[src/rtl/ps2_evt_if.sv]
// Event pop handshake between the PS/2 key decoder and its consumer.
// master drives data/valid, slave drives ready.
interface ps2_evt_if;
  logic [9:0] evt_data;
  logic       evt_valid;
  logic       evt_ready;

  modport master (
    output evt_data,
    output evt_valid,
    input  evt_ready
  );

  modport slave (
    input  evt_data,
    input  evt_valid,
    output evt_ready
  );
endinterface

[src/rtl/ps2_key_event_decoder.sv]
// PS/2 scancode prefix decoder, key map, held bitmap and event FIFO.
// Optional macro PS2_REPEAT_FILTER_EN drops typematic repeat makes.
module ps2_key_event_decoder #(
  parameter  int NUM_KEYS = 4,
  parameter  int DEPTH    = 8,
  localparam int ADDR_W   = $clog2(DEPTH)
) (
  input  logic                inclock,
  input  logic                reset,
  input  logic [7:0]          rx_data,
  input  logic                rx_valid,
  ps2_evt_if.master           evt,
  output logic [NUM_KEYS-1:0] key_held,
  output logic [7:0]          last_data_received,
  output logic [ADDR_W:0]     fifo_count,
  output logic                overflow,
  input  logic                clr_overflow
);

  typedef enum logic [1:0] {
    IDLE, GOT_E0, GOT_F0, GOT_E0F0
  } state_t;

  function automatic logic [7:0] scan_of(input int i);
    case (i)
      0: scan_of = 8'h15;
      1: scan_of = 8'h1D;
      2: scan_of = 8'h24;
      3: scan_of = 8'h2D;
      4: scan_of = 8'h1C;
      5: scan_of = 8'h1B;
      6: scan_of = 8'h23;
      default: scan_of = 8'h2B;
    endcase
  endfunction

  function automatic logic [7:0] ascii_of(input int i);
    case (i)
      0: ascii_of = 8'h51;
      1: ascii_of = 8'h57;
      2: ascii_of = 8'h45;
      3: ascii_of = 8'h52;
      4: ascii_of = 8'h41;
      5: ascii_of = 8'h53;
      6: ascii_of = 8'h44;
      default: ascii_of = 8'h46;
    endcase
  endfunction

  localparam logic [ADDR_W:0] FULL = (ADDR_W+1)'(DEPTH);

  state_t                r_state, w_next;
  logic                  w_make, w_brk;
  logic                  w_hit;
  logic [NUM_KEYS-1:0]   w_mask;
  logic [7:0]            w_ascii;
  logic                  w_rep, w_mk, w_bk;
  logic                  w_push, w_pop, w_full;
  logic                  w_wr, w_drop;
  logic [NUM_KEYS-1:0]   r_held;
  logic [7:0]            r_last;
  logic                  r_ovf;
  logic [9:0]            r_mem [DEPTH];
  logic [ADDR_W-1:0]     r_wr, r_rd;
  logic [ADDR_W:0]       r_count;

  always_comb begin
    w_next = r_state;
    w_make = 1'b0;
    w_brk  = 1'b0;
    if (rx_valid) begin
      case (r_state)
        IDLE: begin
          if (rx_data == 8'hE0)      w_next = GOT_E0;
          else if (rx_data == 8'hF0) w_next = GOT_F0;
          else if (rx_data != 8'hAA && rx_data != 8'hFA &&
                   rx_data != 8'hEE && rx_data != 8'hFE)
            w_make = 1'b1;
        end
        GOT_E0: begin
          if (rx_data == 8'hF0)      w_next = GOT_E0F0;
          else if (rx_data != 8'hE0) w_next = IDLE;
        end
        GOT_F0: begin
          if (rx_data == 8'hE0)      w_next = GOT_E0;
          else if (rx_data != 8'hF0) begin
            w_next = IDLE;
            w_brk  = 1'b1;
          end
        end
        default: w_next = IDLE;
      endcase
    end
  end

  always_comb begin
    w_hit   = 1'b0;
    w_mask  = '0;
    w_ascii = 8'h00;
    for (int i = 0; i < NUM_KEYS; i++) begin
      if (rx_data == scan_of(i)) begin
        w_hit     = 1'b1;
        w_mask[i] = 1'b1;
        w_ascii   = ascii_of(i);
      end
    end
  end

`ifdef PS2_REPEAT_FILTER_EN
  assign w_rep = |(r_held & w_mask);
`else
  assign w_rep = 1'b0;
`endif

  assign w_mk   = w_make && w_hit && !w_rep;
  assign w_bk   = w_brk && w_hit;
  assign w_push = w_mk || w_bk;
  assign w_pop  = (r_count != '0) && evt.evt_ready;
  assign w_full = (r_count == FULL);
  assign w_wr   = w_push && (!w_full || w_pop);
  assign w_drop = w_push && w_full && !w_pop;

  always_ff @(posedge inclock) begin
    if (reset) begin
      r_state <= IDLE;
      r_held  <= '0;
      r_last  <= 8'h00;
      r_ovf   <= 1'b0;
      r_wr    <= '0;
      r_rd    <= '0;
      r_count <= '0;
    end else begin
      r_state <= w_next;
      if (w_mk) begin
        r_held <= r_held | w_mask;
        r_last <= w_ascii;
      end else if (w_bk) begin
        r_held <= r_held & ~w_mask;
      end
      // a drop outranks a simultaneous clear
      if (w_drop)            r_ovf <= 1'b1;
      else if (clr_overflow) r_ovf <= 1'b0;
      if (w_wr)  r_wr <= r_wr + 1'b1;
      if (w_pop) r_rd <= r_rd + 1'b1;
      if (w_wr && !w_pop)      r_count <= r_count + 1'b1;
      else if (!w_wr && w_pop) r_count <= r_count - 1'b1;
    end
  end

  always_ff @(posedge inclock) begin
    if (w_wr) r_mem[r_wr] <= {w_bk, 1'b0, w_ascii};
  end

  assign evt.evt_valid      = (r_count != '0);
  assign evt.evt_data       = evt.evt_valid ? r_mem[r_rd] : 10'h000;
  assign key_held           = r_held;
  assign last_data_received = r_last;
  assign fifo_count         = r_count;
  assign overflow           = r_ovf;

endmodule

[src/flat_wrapper.sv]
// flat-port wrapper written by rule: the top's interface ports become plain ports
module ps2_key_event_decoder_flat 
#(
  parameter  int NUM_KEYS = 4,
  parameter  int DEPTH    = 8,
  localparam int ADDR_W   = $clog2(DEPTH)
)
  (inclock, reset, rx_data, rx_valid, key_held, last_data_received, fifo_count, overflow, clr_overflow, evt_evt_data, evt_evt_valid, evt_evt_ready);
  ps2_evt_if evt_i ();
  input  logic inclock;
  input  logic reset;
  input  logic [7:0] rx_data;
  input  logic rx_valid;
  output logic [NUM_KEYS-1:0] key_held;
  output logic [7:0] last_data_received;
  output logic [ADDR_W:0] fifo_count;
  output logic overflow;
  input  logic clr_overflow;
  output wire logic [$bits(evt_i.evt_data)-1:0] evt_evt_data;
  output wire logic [$bits(evt_i.evt_valid)-1:0] evt_evt_valid;
  input wire logic [$bits(evt_i.evt_ready)-1:0] evt_evt_ready;
  assign evt_evt_data = evt_i.evt_data;
  assign evt_evt_valid = evt_i.evt_valid;
  assign evt_i.evt_ready = evt_evt_ready;
  ps2_key_event_decoder #(.NUM_KEYS(NUM_KEYS), .DEPTH(DEPTH)) u_core (.inclock(inclock), .reset(reset), .rx_data(rx_data), .rx_valid(rx_valid), .evt(evt_i), .key_held(key_held), .last_data_received(last_data_received), .fifo_count(fifo_count), .overflow(overflow), .clr_overflow(clr_overflow));
endmodule
[config.mk]
export PLATFORM = sky130hd
export DESIGN_NAME = ps2_key_event_decoder_flat
export DESIGN_NICKNAME = d
export VERILOG_FILES = /design/src/rtl/ps2_evt_if.sv /design/src/rtl/ps2_key_event_decoder.sv /design/src/flat_wrapper.sv
export SDC_FILE = /design/constraint.sdc
export NUM_CORES = 1
export LEC_CHECK = 0
export ABC_AREA = 1
export BUFFER_PORTS_ARGS = -buffer_cell sky130_fd_sc_hd__buf_2
export CORE_ASPECT_RATIO = 1.75
export CORE_MARGIN = 2
export CORE_UTILIZATION = 47
export CTS_BUF_LIST = sky130_fd_sc_hd__clkbuf_8
export CTS_CLUSTER_SIZE = 10
export DETAILED_ROUTE_END_ITERATION = 10
export GPL_TIMING_DRIVEN = 0
export PLACE_DENSITY = 0.67
export SYNTH_ARGS = -nofsm -noshare
export SYNTH_HDL_FRONTEND = slang
export SYNTH_SLANG_ARGS = --single-unit
[constraint.sdc]
create_clock -name inclock -period 7 [get_ports inclock]
set_clock_uncertainty 0.2 [all_clocks]
set_input_delay 1.4 -clock inclock [delete_from_list [all_inputs] [get_ports inclock]]
set_output_delay 1.4 -clock inclock [all_outputs]
set_load 0.02 [all_outputs]
==> results.cfg <==
[clock_tree]
cts_buffer_depth = 2
post_cts_resized = 0
cts.sinks = 73
cts-root-buf = clkbuf_8
cts-htree-levels = 3
path_clk_slew_ps = 70
cts_tree = yes
clkLatencyLatePin_ps = 340
ctsHoldBuffers = 0
cts_buffers = 9
post_cts_buffers = 0

[grt]
grt_use_total_pct = 19.20
grt_remaining_overflow = 0
antenna_found_initial = 0
grt_pass1_vias = 2376
grt_max_degree = 13
grt_pass1_wl_mm = 11.05

[finish]
register_area_um2 = 1942
area_growth_pct = 16.73
n_antenna_cell = 0
fin_area_um2 = 3989
final_layout_size_suffix_gt1_share_pct = 20.53
multi_input_area_um2 = 1270
nets = 433
final_util_pct = 55.94
n_fill_cell = 635

[synthesis]
synth_adder_area_share_pct = 2.417
yosysWarnings = 0
ys_ff_latch = 73
yosys-top-cells-area = edfxtp_1 (42%), dfxtp_1 (15%), nor2_1 (7.9%)
synth_compound_area_share_pct = 11.42
synth_top_area_cell = edfxtp_1
ys_seq_area_share_pct = 56.83
synth_enable_flop_cells = 48
ys_async_sr_fraction_pct = 0
synth_cell_types = 29
synth-simple-area-share_pct = 22.04
syn_inst = 364
synth_top_area_share_pct = 42.18
synth_area_per_cell_um2 = 9.387
synth_xor_area_share_pct = 0.5126
synth-main-ff-cell = edfxtp_1
synth_top_family_by_area = simple AND/OR/NAND/NOR gates
syn_area_um2 = 3417
synthMuxAreaShare_pct = 0

[sta]
finalSetupTns_ps = 0
setup_viol = 0
fmax_mhz = 255.7
holdWs_ps = 267.5
period_share_pct = 55.86
setup_slack_ps = 3090
tightest_slew_ps = 614.5
finalCriticalPeriod_ps = 3910
hold_viol = 0
slew_headroom_pct = 58.88
finalMaxSlewViolations = 0
rsz0062_at_grt = no

[placement]
place_ws_ps = 2788
numPortBuffers = 33
placed_cell_area_um2 = 3712
dpl.hpwl_mm = 5.243
gp_congestion = 0.7741

[die]
fp.dieArea_um2 = 7995
fp.dieH_um = 116.8
io_pins = 41
initial_core_util_pct = 47.92
placement_rows = 41
fp.dieW_um = 68.46
core-area_um2 = 7131

[power]
p_per_area_nw_per_um2 = 345.1
p_leak_nw = 1.748
ir_drop_uv = 179.0

[routing]
drcViolationCount = 0
drt_iter0_drc = 87
drtPass1Iterations = 4
dr_total_vias = 2518
final_antenna_net_count = 0
vias_per_cell = 4.986
totalWireLength_mm = 7.017
wl_per_cell_um = 13.90

[critical_path]
end_kind = flip-flop
crit_path_start_kind = input pin
cpMostUsedCell = nand2_1
max_stage_delay_ps = 280
path_cells = buf_2, inv_1, nand2_1, nor2_2, nand2_2, nand2_4, inv_4, nand3_4, nand2_4, a21oi_4, ha_1, inv_1, ha_1, nand2_1, nand2_1, a21oi_1, nor2_1, nor2_1, nand2_1, o21ai_0, a21oi_1
path_buf_inv = 4
cp_top_family = simple AND/OR/NAND/NOR gates
crit_type = input pin to flip-flop
critPathSlowestCell = ha_1
crit_fanout = 11
critPathArrivalTime_ps = 3940
cp.required_ps = 7030

[worst_hold_path]
hold_class = flip-flop to flip-flop

[outcome]
status = finished clean

[job]
maxCapViolCount = 0
-- layout make-up --
| type | count | share of cell area [%] |
|---|---|---|
| multi-input cells | 244 | 31.84 |
| clock buffers | 11 | 3.795 |
| well taps | 86 | 2.698 |
| flip-flops and latches | 73 | 48.68 |
| plain buffers | 16 | 2.164 |
| inverters | 37 | 3.545 |
| repair buffers | 33 | 4.141 |
| clock inverters | 5 | 3.137 |
-- worst register-to-register path: stages, from the launching register on --
cell and delay, ps:
dfxtp_1 340, nor2_1 230, nand3_4 120, nor2_4 210, nand2_4 120, a21oi_4 190
ha_1 220, inv_1 90, ha_1 280, nand2_1 60, nand2_1 50, a21oi_1 190
nor2_1 70, nor2_1 90, nand2_1 70, o21ai_0 150, a21oi_1 50
-- cells in the mapped netlist, types with 4 or more instances --
| library cell | n |
|---|---|
| a21oi_1 | 16 |
| a31oi_1 | 6 |
| buf_4 | 7 |
| clkbuf_1 | 9 |
| dfxtp_1 | 25 |
| edfxtp_1 | 48 |
| ha_1 | 5 |
| inv_1 | 33 |
| nand2_1 | 48 |
| nand2_2 | 4 |
| nand2_4 | 7 |
| nand3_1 | 7 |
| nor2_1 | 72 |
| nor2_2 | 7 |
| nor2_4 | 4 |
| o21ai_0 | 42 |
| o22ai_1 | 6 |
-- final timing paths --
path              slack (ps)                      endpoint  cells after the start                    startpoint
hold reg to reg          270  u_core.last_data_received[0]                      2  u_core.last_data_received[0]
hold / removal           270  u_core.last_data_received[0]                      2  u_core.last_data_received[0]
setup / recovery        3090          u_core.fifo_count[3]                     21                    rx_data[7]
setup reg to reg        4160          u_core.fifo_count[3]                     16             u_core.r_state[0]
-- flip-flops by register name, indices dropped and copies added, names as in the netlist, named ones only --
| name | flops |
|---|---|
| u_core.r_state | 2 |
| u_core.r_rd | 3 |
| u_core.overflow | 1 |
| u_core.r_mem | 48 |
| u_core.fifo_count | 4 |
| u_core.r_wr | 3 |
| u_core.last_data_received | 5 |
-- logic make-up (layout without fill, tap and decap cells) --
family                     after synthesis  in the layout
and+or+nand+nor                        157            157
adders and majority gates                6              6
AOI/OAI and AO/OA                       72             72
buffers and inverters                   53            102
other                                    1              7
xor gates and xnor gates                 2              2
DFF                                     73             73
-- through the flow --
step | power [mW] | cells
after detailed placement | 0.9477 | 489
after CTS | 1.390 | 505
after floorplan | 0.8046 | 370
after global placement | 0.9367 | 489
final | 1.377 | 505
after global routing | 1.448 | 505
-- layout by cell type, fill, tap and decap left out, drive strengths merged --
cell type / n
nor4: 1
nor2: 83
buf: 40
xor2: 2
nor3: 1
dfxtp: 25
a21oi: 17
o22ai: 6
a31oi: 6
clkinv: 1
fa: 1
clkbuf: 20
ha: 5
nand3: 10
o21ai: 42
inv: 37
conb: 7
o2111ai: 1
nand2: 59
edfxtp: 48
nand4: 3
bufinv: 4
-- report_power, final --
| part | internal (mW) | switching, mW | leakage (nW) |
|---|---|---|---|
| sequential | 0.478 | 0.0294 | 0.677 |
| combinational | 0.138 | 0.287 | 0.932 |
| clock | 0.292 | 0.152 | 0.140 |
| total | 0.908 | 0.469 | 1.75 |
-- metal layers --
layer / GRT usage (%) / share of wire (%) / wire (µm) / up-vias
met5: 0 / 0 / 0 / -
li1: - / - / - / 1302
met1: 19.72 / 37 / 2630 / 1164
met4: 9.467 / 2.7 / 190 / 0
met3: 4.015 / 2.9 / 205 / 14
met2: 35.32 / 57 / 3991 / 38
No activity file was read; power rests on OpenSTA's default activity.
